<file path="src/rtl/echo_request_deserializer.sv">
// echo_request_deserializer: assembles host words (header + LEN payload words) into tagged echo messages; LEN!=2 messages are drained and dropped (ECHO_DESER_ERRCNT_EN adds a saturating drop counter).
// Latency: header accepted cycle N, payloads N+1/N+2, enq__ENA earliest in cycle N+3; peak one message per 4 cycles.
// Backpressure: in__RDY drops only while a complete message waits in FULL for enq__RDY; it depends on registered state only.
`timescale 1ns/1ps
module echo_request_deserializer #(
    parameter int DATA_WIDTH = 32,
    parameter int TAG_WIDTH  = 16,
    parameter int LEN_WIDTH  = 16
`ifdef ECHO_DESER_ERRCNT_EN
    ,
    parameter int ERR_WIDTH  = 8
`endif
) (
    input  logic                  CLK,
    input  logic                  nRST,
    input  logic                  in__ENA,
    input  logic [DATA_WIDTH-1:0] in__data,
    output logic                  in__RDY,
    output logic                  enq__ENA,
    input  logic                  enq__RDY,
    output logic [TAG_WIDTH-1:0]  enq__v__tag,
    output logic [DATA_WIDTH-1:0] enq__v__data__heard__meth,
    output logic [DATA_WIDTH-1:0] enq__v__data__heard__v
`ifdef ECHO_DESER_ERRCNT_EN
    ,
    output logic [ERR_WIDTH-1:0]  drop_count
`endif
);

    typedef enum logic [2:0] {
        S_HDR   = 3'd0,
        S_PAY0  = 3'd1,
        S_PAY1  = 3'd2,
        S_DRAIN = 3'd3,
        S_FULL  = 3'd4
    } state_t;

    state_t                state;
    state_t                state_nxt;
    logic                  accept;
    logic [TAG_WIDTH-1:0]  hdr_tag;
    logic [LEN_WIDTH-1:0]  hdr_len;
    logic [LEN_WIDTH-1:0]  remaining;

    // Ready is a function of the registered state; held low while reset is asserted.
    assign in__RDY  = nRST && (state != S_FULL);
    assign accept   = in__ENA && in__RDY;
    assign enq__ENA = (state == S_FULL) && enq__RDY;
    assign hdr_tag  = in__data[DATA_WIDTH-1 -: TAG_WIDTH];
    assign hdr_len  = in__data[LEN_WIDTH-1:0];

    // State register.
    always_ff @(posedge CLK or negedge nRST) begin
        if (!nRST) begin
            state <= S_HDR;
        end else begin
            state <= state_nxt;
        end
    end

    // Next-state: header length selects assemble, silent drop (LEN 0) or drain.
    always_comb begin
        state_nxt = state;
        case (state)
            S_HDR: begin
                if (accept) begin
                    if (hdr_len == LEN_WIDTH'(2)) begin
                        state_nxt = S_PAY0;
                    end else if (hdr_len == '0) begin
                        state_nxt = S_HDR;
                    end else begin
                        state_nxt = S_DRAIN;
                    end
                end
            end
            S_PAY0:  if (accept) state_nxt = S_PAY1;
            S_PAY1:  if (accept) state_nxt = S_FULL;
            S_DRAIN: if (accept && (remaining == LEN_WIDTH'(1))) state_nxt = S_HDR;
            S_FULL:  if (enq__ENA) state_nxt = S_HDR;
            default: state_nxt = S_HDR;
        endcase
    end

    // Message registers: only accepted words update them, so they hold in FULL.
    always_ff @(posedge CLK or negedge nRST) begin
        if (!nRST) begin
            enq__v__tag               <= '0;
            enq__v__data__heard__meth <= '0;
            enq__v__data__heard__v    <= '0;
            remaining                 <= '0;
        end else if (accept) begin
            case (state)
                S_HDR: begin
                    enq__v__tag <= hdr_tag;
                    if ((hdr_len != '0) && (hdr_len != LEN_WIDTH'(2))) begin
                        remaining <= hdr_len;
                    end
                end
                S_PAY0:  enq__v__data__heard__meth <= in__data;
                S_PAY1:  enq__v__data__heard__v    <= in__data;
                S_DRAIN: remaining <= remaining - LEN_WIDTH'(1);
                default: ;
            endcase
        end
    end

`ifdef ECHO_DESER_ERRCNT_EN
    logic hdr_drop;
    assign hdr_drop = accept && (state == S_HDR) && (hdr_len != LEN_WIDTH'(2));

    // Drop counter: one count per malformed header, saturating, cleared only by reset.
    always_ff @(posedge CLK or negedge nRST) begin
        if (!nRST) begin
            drop_count <= '0;
        end else if (hdr_drop && (drop_count != '1)) begin
            drop_count <= drop_count + ERR_WIDTH'(1);
        end
    end
`endif

endmodule

</file>
<file path="config.mk">
export PLATFORM = sky130hd
export DESIGN_NAME = echo_request_deserializer
export DESIGN_NICKNAME = d
export VERILOG_FILES = /design/src/rtl/echo_request_deserializer.sv
export SDC_FILE = /design/constraint.sdc
export NUM_CORES = 1
export LEC_CHECK = 0
export CAP_MARGIN = 30
export CORE_MARGIN = 2
export CORE_UTILIZATION = 40
export CTS_CLUSTER_SIZE = 20
export DETAILED_ROUTE_END_ITERATION = 12
export PLACE_DENSITY = 0.7
export SYNTH_ARGS = -nofsm -noshare
export SYNTH_HDL_FRONTEND = slang
export SYNTH_SLANG_ARGS = --single-unit
</file>
<file path="constraint.sdc">
create_clock -name CLK -period 4.7 [get_ports CLK]
set_input_delay 0.705 -clock CLK [delete_from_list [all_inputs] [get_ports CLK]]
set_output_delay 0.705 -clock CLK [all_outputs]
set_load 0.05 [all_outputs]
</file>
# --- After elaboration in Yosys (flattened, before gate mapping) ---
# Index checks and enable logic that the tools add are counted.
classes:
  reduce_logical: 14
  n_shift: 0
  bitwise_logic: 0
  add_sub_neg: 1
  order_cmp: 0
  multipliers: 0
  n_eq_ne: 14
  n_mux: 10
  n_div: 0
ops:
  columns: ["cell", "n"]
  rows:
  - ["$pmux W16 S2", 1]
  - ["$eq A16 B1 Y1 const B", 1]
  - ["$eq A16 B2 Y1 const B", 1]
  - ["$logic_not A16 Y1", 1]
  - ["$mux W16", 1]
  - ["$ne A16 B2 Y1 const B", 1]
  - ["$reduce_bool A16 Y1", 1]
  - ["$sub A16 B1 Y16 const B", 1]
  - ["$mux W3", 5]
  - ["$pmux W3 S5", 1]
  - ["$ne A2 B2 Y1 const B", 6]
  - ["$eq A3 B2 Y1 const B", 2]
  - ["$reduce_and A2 Y1", 3]
  - ["$logic_and A1 B1 Y1", 5]
  - ["$reduce_and A5 Y1", 1]
  - ["$mux W2", 2]
  - ["$eq A3 B1 Y1 const B", 1]
  - ["$eq A3 B3 Y1 const B", 1]
  - ["$logic_not A3 Y1", 1]
  - ["$ne A3 B3 Y1 const B", 1]
  - ["$reduce_and A3 Y1", 1]
  - ["$reduce_bool A2 Y1", 1]
word_totals:
  wordCells: 44
  ff_bits: 99
  latchBits: 0
  rom_bits: 0
  ram_bits: 0
  memories: 0
  output_inout_bits: 82

# --- Logic depth before layout (Yosys ltp) ---
depth:
  ltp_word: 6
  depth_mapped: 7

# --- Worst setup path after synthesis ---
# Ideal clock, no wire load.
synth_timing:
  path_kind: "input port to output port"
  start: "input nRST"
  end: "output in__RDY"
  slack_ns: 2.151
  n_path_buf: 0
  path_stages: 1
  required_time_ns: 3.995
  arrival_ns: 1.844
  cell_sequence: "a21boi_0"
synth_between:
  elab_chain_cells: 1
synth_rtl:
  columns: ["item", "line", "rtl"]
  rows:
  - ["from (decl)", "15", "input logic nRST,"]
  - ["$logic_and A1 B1 Y1", "46", "assign in__RDY = nRST && (state != S_FULL);"]
  - ["to (decl)", "18", "output logic in__RDY,"]
# No other way between the ends.

# --- Final worst setup path ---
# Ends and elaborated chain as after synthesis.

==> impl_metrics.env <==
export IMPL_status="completed"
export IMPL_crit_path_start_kind="primary input"
export IMPL_synth_area_leader_cell="dfrtp_1"
export IMPL_dieArea_um2=11500
export IMPL_utilization=0.557
export IMPL_hpwl_mm=7.19
export IMPL_maxUsedRoutingLayer="met4"
export IMPL_synthFlopType="dfrtp_1"
export IMPL_r2r_start="remaining[0]"
export IMPL_drt_wl_total_mm=10.4
export IMPL_coreArea_um2=10300
export IMPL_clockBufferDepth=2
export IMPL_gr_usage_all_layers=0.190
export IMPL_clock_sinks=99
export IMPL_drv_cap=0
export IMPL_grt_max_degree=60
export IMPL_wl_per_cell_um=17.1
export IMPL_yosysTopAreaCellShare=0.583
export IMPL_hold_buffers=0
export IMPL_design_area_um2=5750
export IMPL_vias_per_cell=5.33
export IMPL_syn_inst=352
export IMPL_syn2layout_area_growth_pct=35.5
export IMPL_cp_end_kind="primary output"
export IMPL_hold_slack_ns=0.331
export IMPL_crit_type="in2out"
export IMPL_hold_viol_final=0
export IMPL_placementRows=37
export IMPL_placed_cell_area_um2=5570
export IMPL_max_freq_mhz=338
export IMPL_netlist_area_um2=4250
export IMPL_place_congestion=0.835
export IMPL_synth_seq_area_share=0.583
export IMPL_post_route_period_util=0.629
export IMPL_via_count=3239
export IMPL_crit_slowest_cell="clkdlybuf4s50_1"
export IMPL_tritoncts="built"
export IMPL_drtPass1Iterations=7
export IMPL_wl_met1_mm=4.44
export IMPL_yosysUniqueCellTypes=45
export IMPL_fillCellCount=873
export IMPL_root_buffer="clkbuf_8"
export IMPL_dieWidth_um=107
export IMPL_antenna_found_initial=0
export IMPL_synthArstFlopShare=1.00
export IMPL_syn_avg_cell_area_um2=12.1
export IMPL_power_density_nw_per_um2=308
export IMPL_r2r_slack_ns=2.30
export IMPL_synth_area_top_cells="dfrtp_1 58%, mux2_2 17%, nand2_1 6.0%"
export IMPL_postCtsSetupRepairBufs=0
export IMPL_p_leak_uw=0.00257
export IMPL_cts_resized=0
export IMPL_grt_pass1_vias=3289
export IMPL_syn_nets=390
export IMPL_drt_initial_drc_count=154
export IMPL_grt_pass1_wl_mm=17.1
export IMPL_finalSetupTns_ns=0
export IMPL_tightest_slew_ns=1.01
export IMPL_synth_xor_area_frac=0
export IMPL_skew_ns=0.0114
export IMPL_cp_arrival_ns=2.25
export IMPL_insertion_delay_ns=0.36
export IMPL_fin_nets=506
export IMPL_synth_adder_area_share=0.00589
export IMPL_start_util=0.411
export IMPL_yosysWarnings=0
export IMPL_hold_path_class="in2async"
export IMPL_r2r_end="remaining[14]"
export IMPL_port_buffer_count=117
export IMPL_synth_compound_area_frac=0.0796
export IMPL_drive_above_1_share=0.197
export IMPL_synthTopCellsByCount="99 x dfrtp_1, 68 x nand2_1, 65 x mux2_2, 11 x clkbuf_1, 9 x nand3_1"
export IMPL_synth_top_family_by_area="multiplexers"
export IMPL_critPathMaxStageDelay_ns=0.83
export IMPL_crit_family="buffers and inverters"
export IMPL_yosys_area_share_simple=0.136
export IMPL_cts_clk_slew_worst_paths_ns=0.09
export IMPL_worst_path_max_fanout=46
export IMPL_cts_made_buffers=9
export IMPL_worstRegToRegCells=6
export IMPL_ant_nets=0
export IMPL_synth_edff_count=0
export IMPL_final_max_slew_viol_count=0
export IMPL_rsz0062_at_grt="no"
export IMPL_io_pins=118
export IMPL_path_buf_inv=2
export IMPL_drc_errors=0
export IMPL_vdd_drop_max_mv=0.139
export IMPL_wl_met2_mm=4.92
export IMPL_yosysMostFrequentCell="dfrtp_1"
export IMPL_wl_met3_um=924
export IMPL_post_route_min_period_ns=2.96
export IMPL_antennaDiodeCount=0
export IMPL_grt_overflow_total=0
export IMPL_setup_violations=0
export IMPL_required_ns=3.99
export IMPL_path_cells="buf_4, a21boi_0, clkdlybuf4s50_1"
export IMPL_synth_seq_cells=99
export IMPL_maxSlewHeadroom=0.324
export IMPL_die_height_um=107
export IMPL_htreeDepth=3
export IMPL_synthMuxAreaShare=0.175
## worst max-delay path by stage
| stage | from | to | cells after the start |
|---|---|---|---|
| 3_5_place_dp | nRST | in__RDY | 3 |
| 2_1_floorplan | nRST | in__RDY | 1 |
| 6_report | nRST | in__RDY | 3 |
| 4_1_cts | nRST | in__RDY | 3 |
| 5_1_grt | nRST | in__RDY | 3 |
| 3_3_place_gp | nRST | in__RDY | 3 |
## routing by layer
metal  global-route usage  up-vias
met5                    0        -
met4               0.0584        0
met3               0.0559       10
met2                0.303      123
met1                0.249     1608
li1                     -     1498
## cells in the final DEF, fill, tap and decap left out, types with 2 or more instances in the layout
master / netlist / routed
clkdlybuf4s50_1: 0 / 116
dfrtp_1: 99 / 99
nand2_1: 68 / 68
mux2_2: 65 / 65
nand3_1: 9 / 9
clkbuf_8: 0 / 9
o21ai_0: 7 / 7
a32o_1: 7 / 7
a21oi_1: 6 / 6
buf_4: 0 / 6
a22oi_1: 5 / 5
inv_1: 4 / 4
nor2_1: 5 / 4
nor4_1: 4 / 4
nor3_1: 6 / 4
o41ai_1: 4 / 4
nand3b_1: 3 / 3
o31ai_1: 3 / 3
or3_1: 3 / 3
clkinvlp_4: 0 / 3
nor3_2: 0 / 2
nand4_1: 2 / 2
and3b_1: 2 / 2
or4_4: 2 / 2
nand4b_1: 2 / 2
and2_1: 2 / 2
o22ai_1: 2 / 2
a31oi_1: 2 / 2
a211oi_1: 2 / 2
o311ai_0: 2 / 2
ha_1: 2 / 2
clkbuf_1: 11 / 2
## registers in the layout, summed over array words and instances, names as in the netlist
register                   flops
enq__v__data__heard__v        32
enq__v__tag                   16
remaining                     16
state                          3
enq__v__data__heard__meth     32
## through the flow
stage | setup WS (ns) | total power, µW | instances
finish | 1.74 | 1770 | 608
detailed placement | 1.71 | 1260 | 593
CTS | 1.72 | 1790 | 608
global route | 1.58 | 1860 | 608
floorplan | 2.15 | 1130 | 352
global placement | 1.72 | 1250 | 593
## power by group
part	internal (µW)	leakage [µW]	switching, µW
combinational	126	0.00116	177
clock	244	0.0000816	283
sequential	898	0.00133	46.5
total	1270	0.00257	506
## final cells by class
type / count / area (µm²) / area share
clock buffer: 11 / 131 / 0.0228
clock inverter: 4 / 52.6 / 0.00913
inverter: 4 / 15.0 / 0.00261
multi-input combinational: 232 / 1700 / 0.296
sequential: 99 / 2480 / 0.431
tap: 136 / 170 / 0.0296
timing repair buffer: 122 / 1210 / 0.210
## kinds of logic after synthesis
logic type | count (synthesis)
multiplexers | 66
AND/OR/NAND/NOR | 118
adder cells (fa/ha/maj) | 2
AO/OA/AOI/OAI | 46
flip-flops | 99
buffers and inverters | 21
Power figures use the tool's default switching activity.
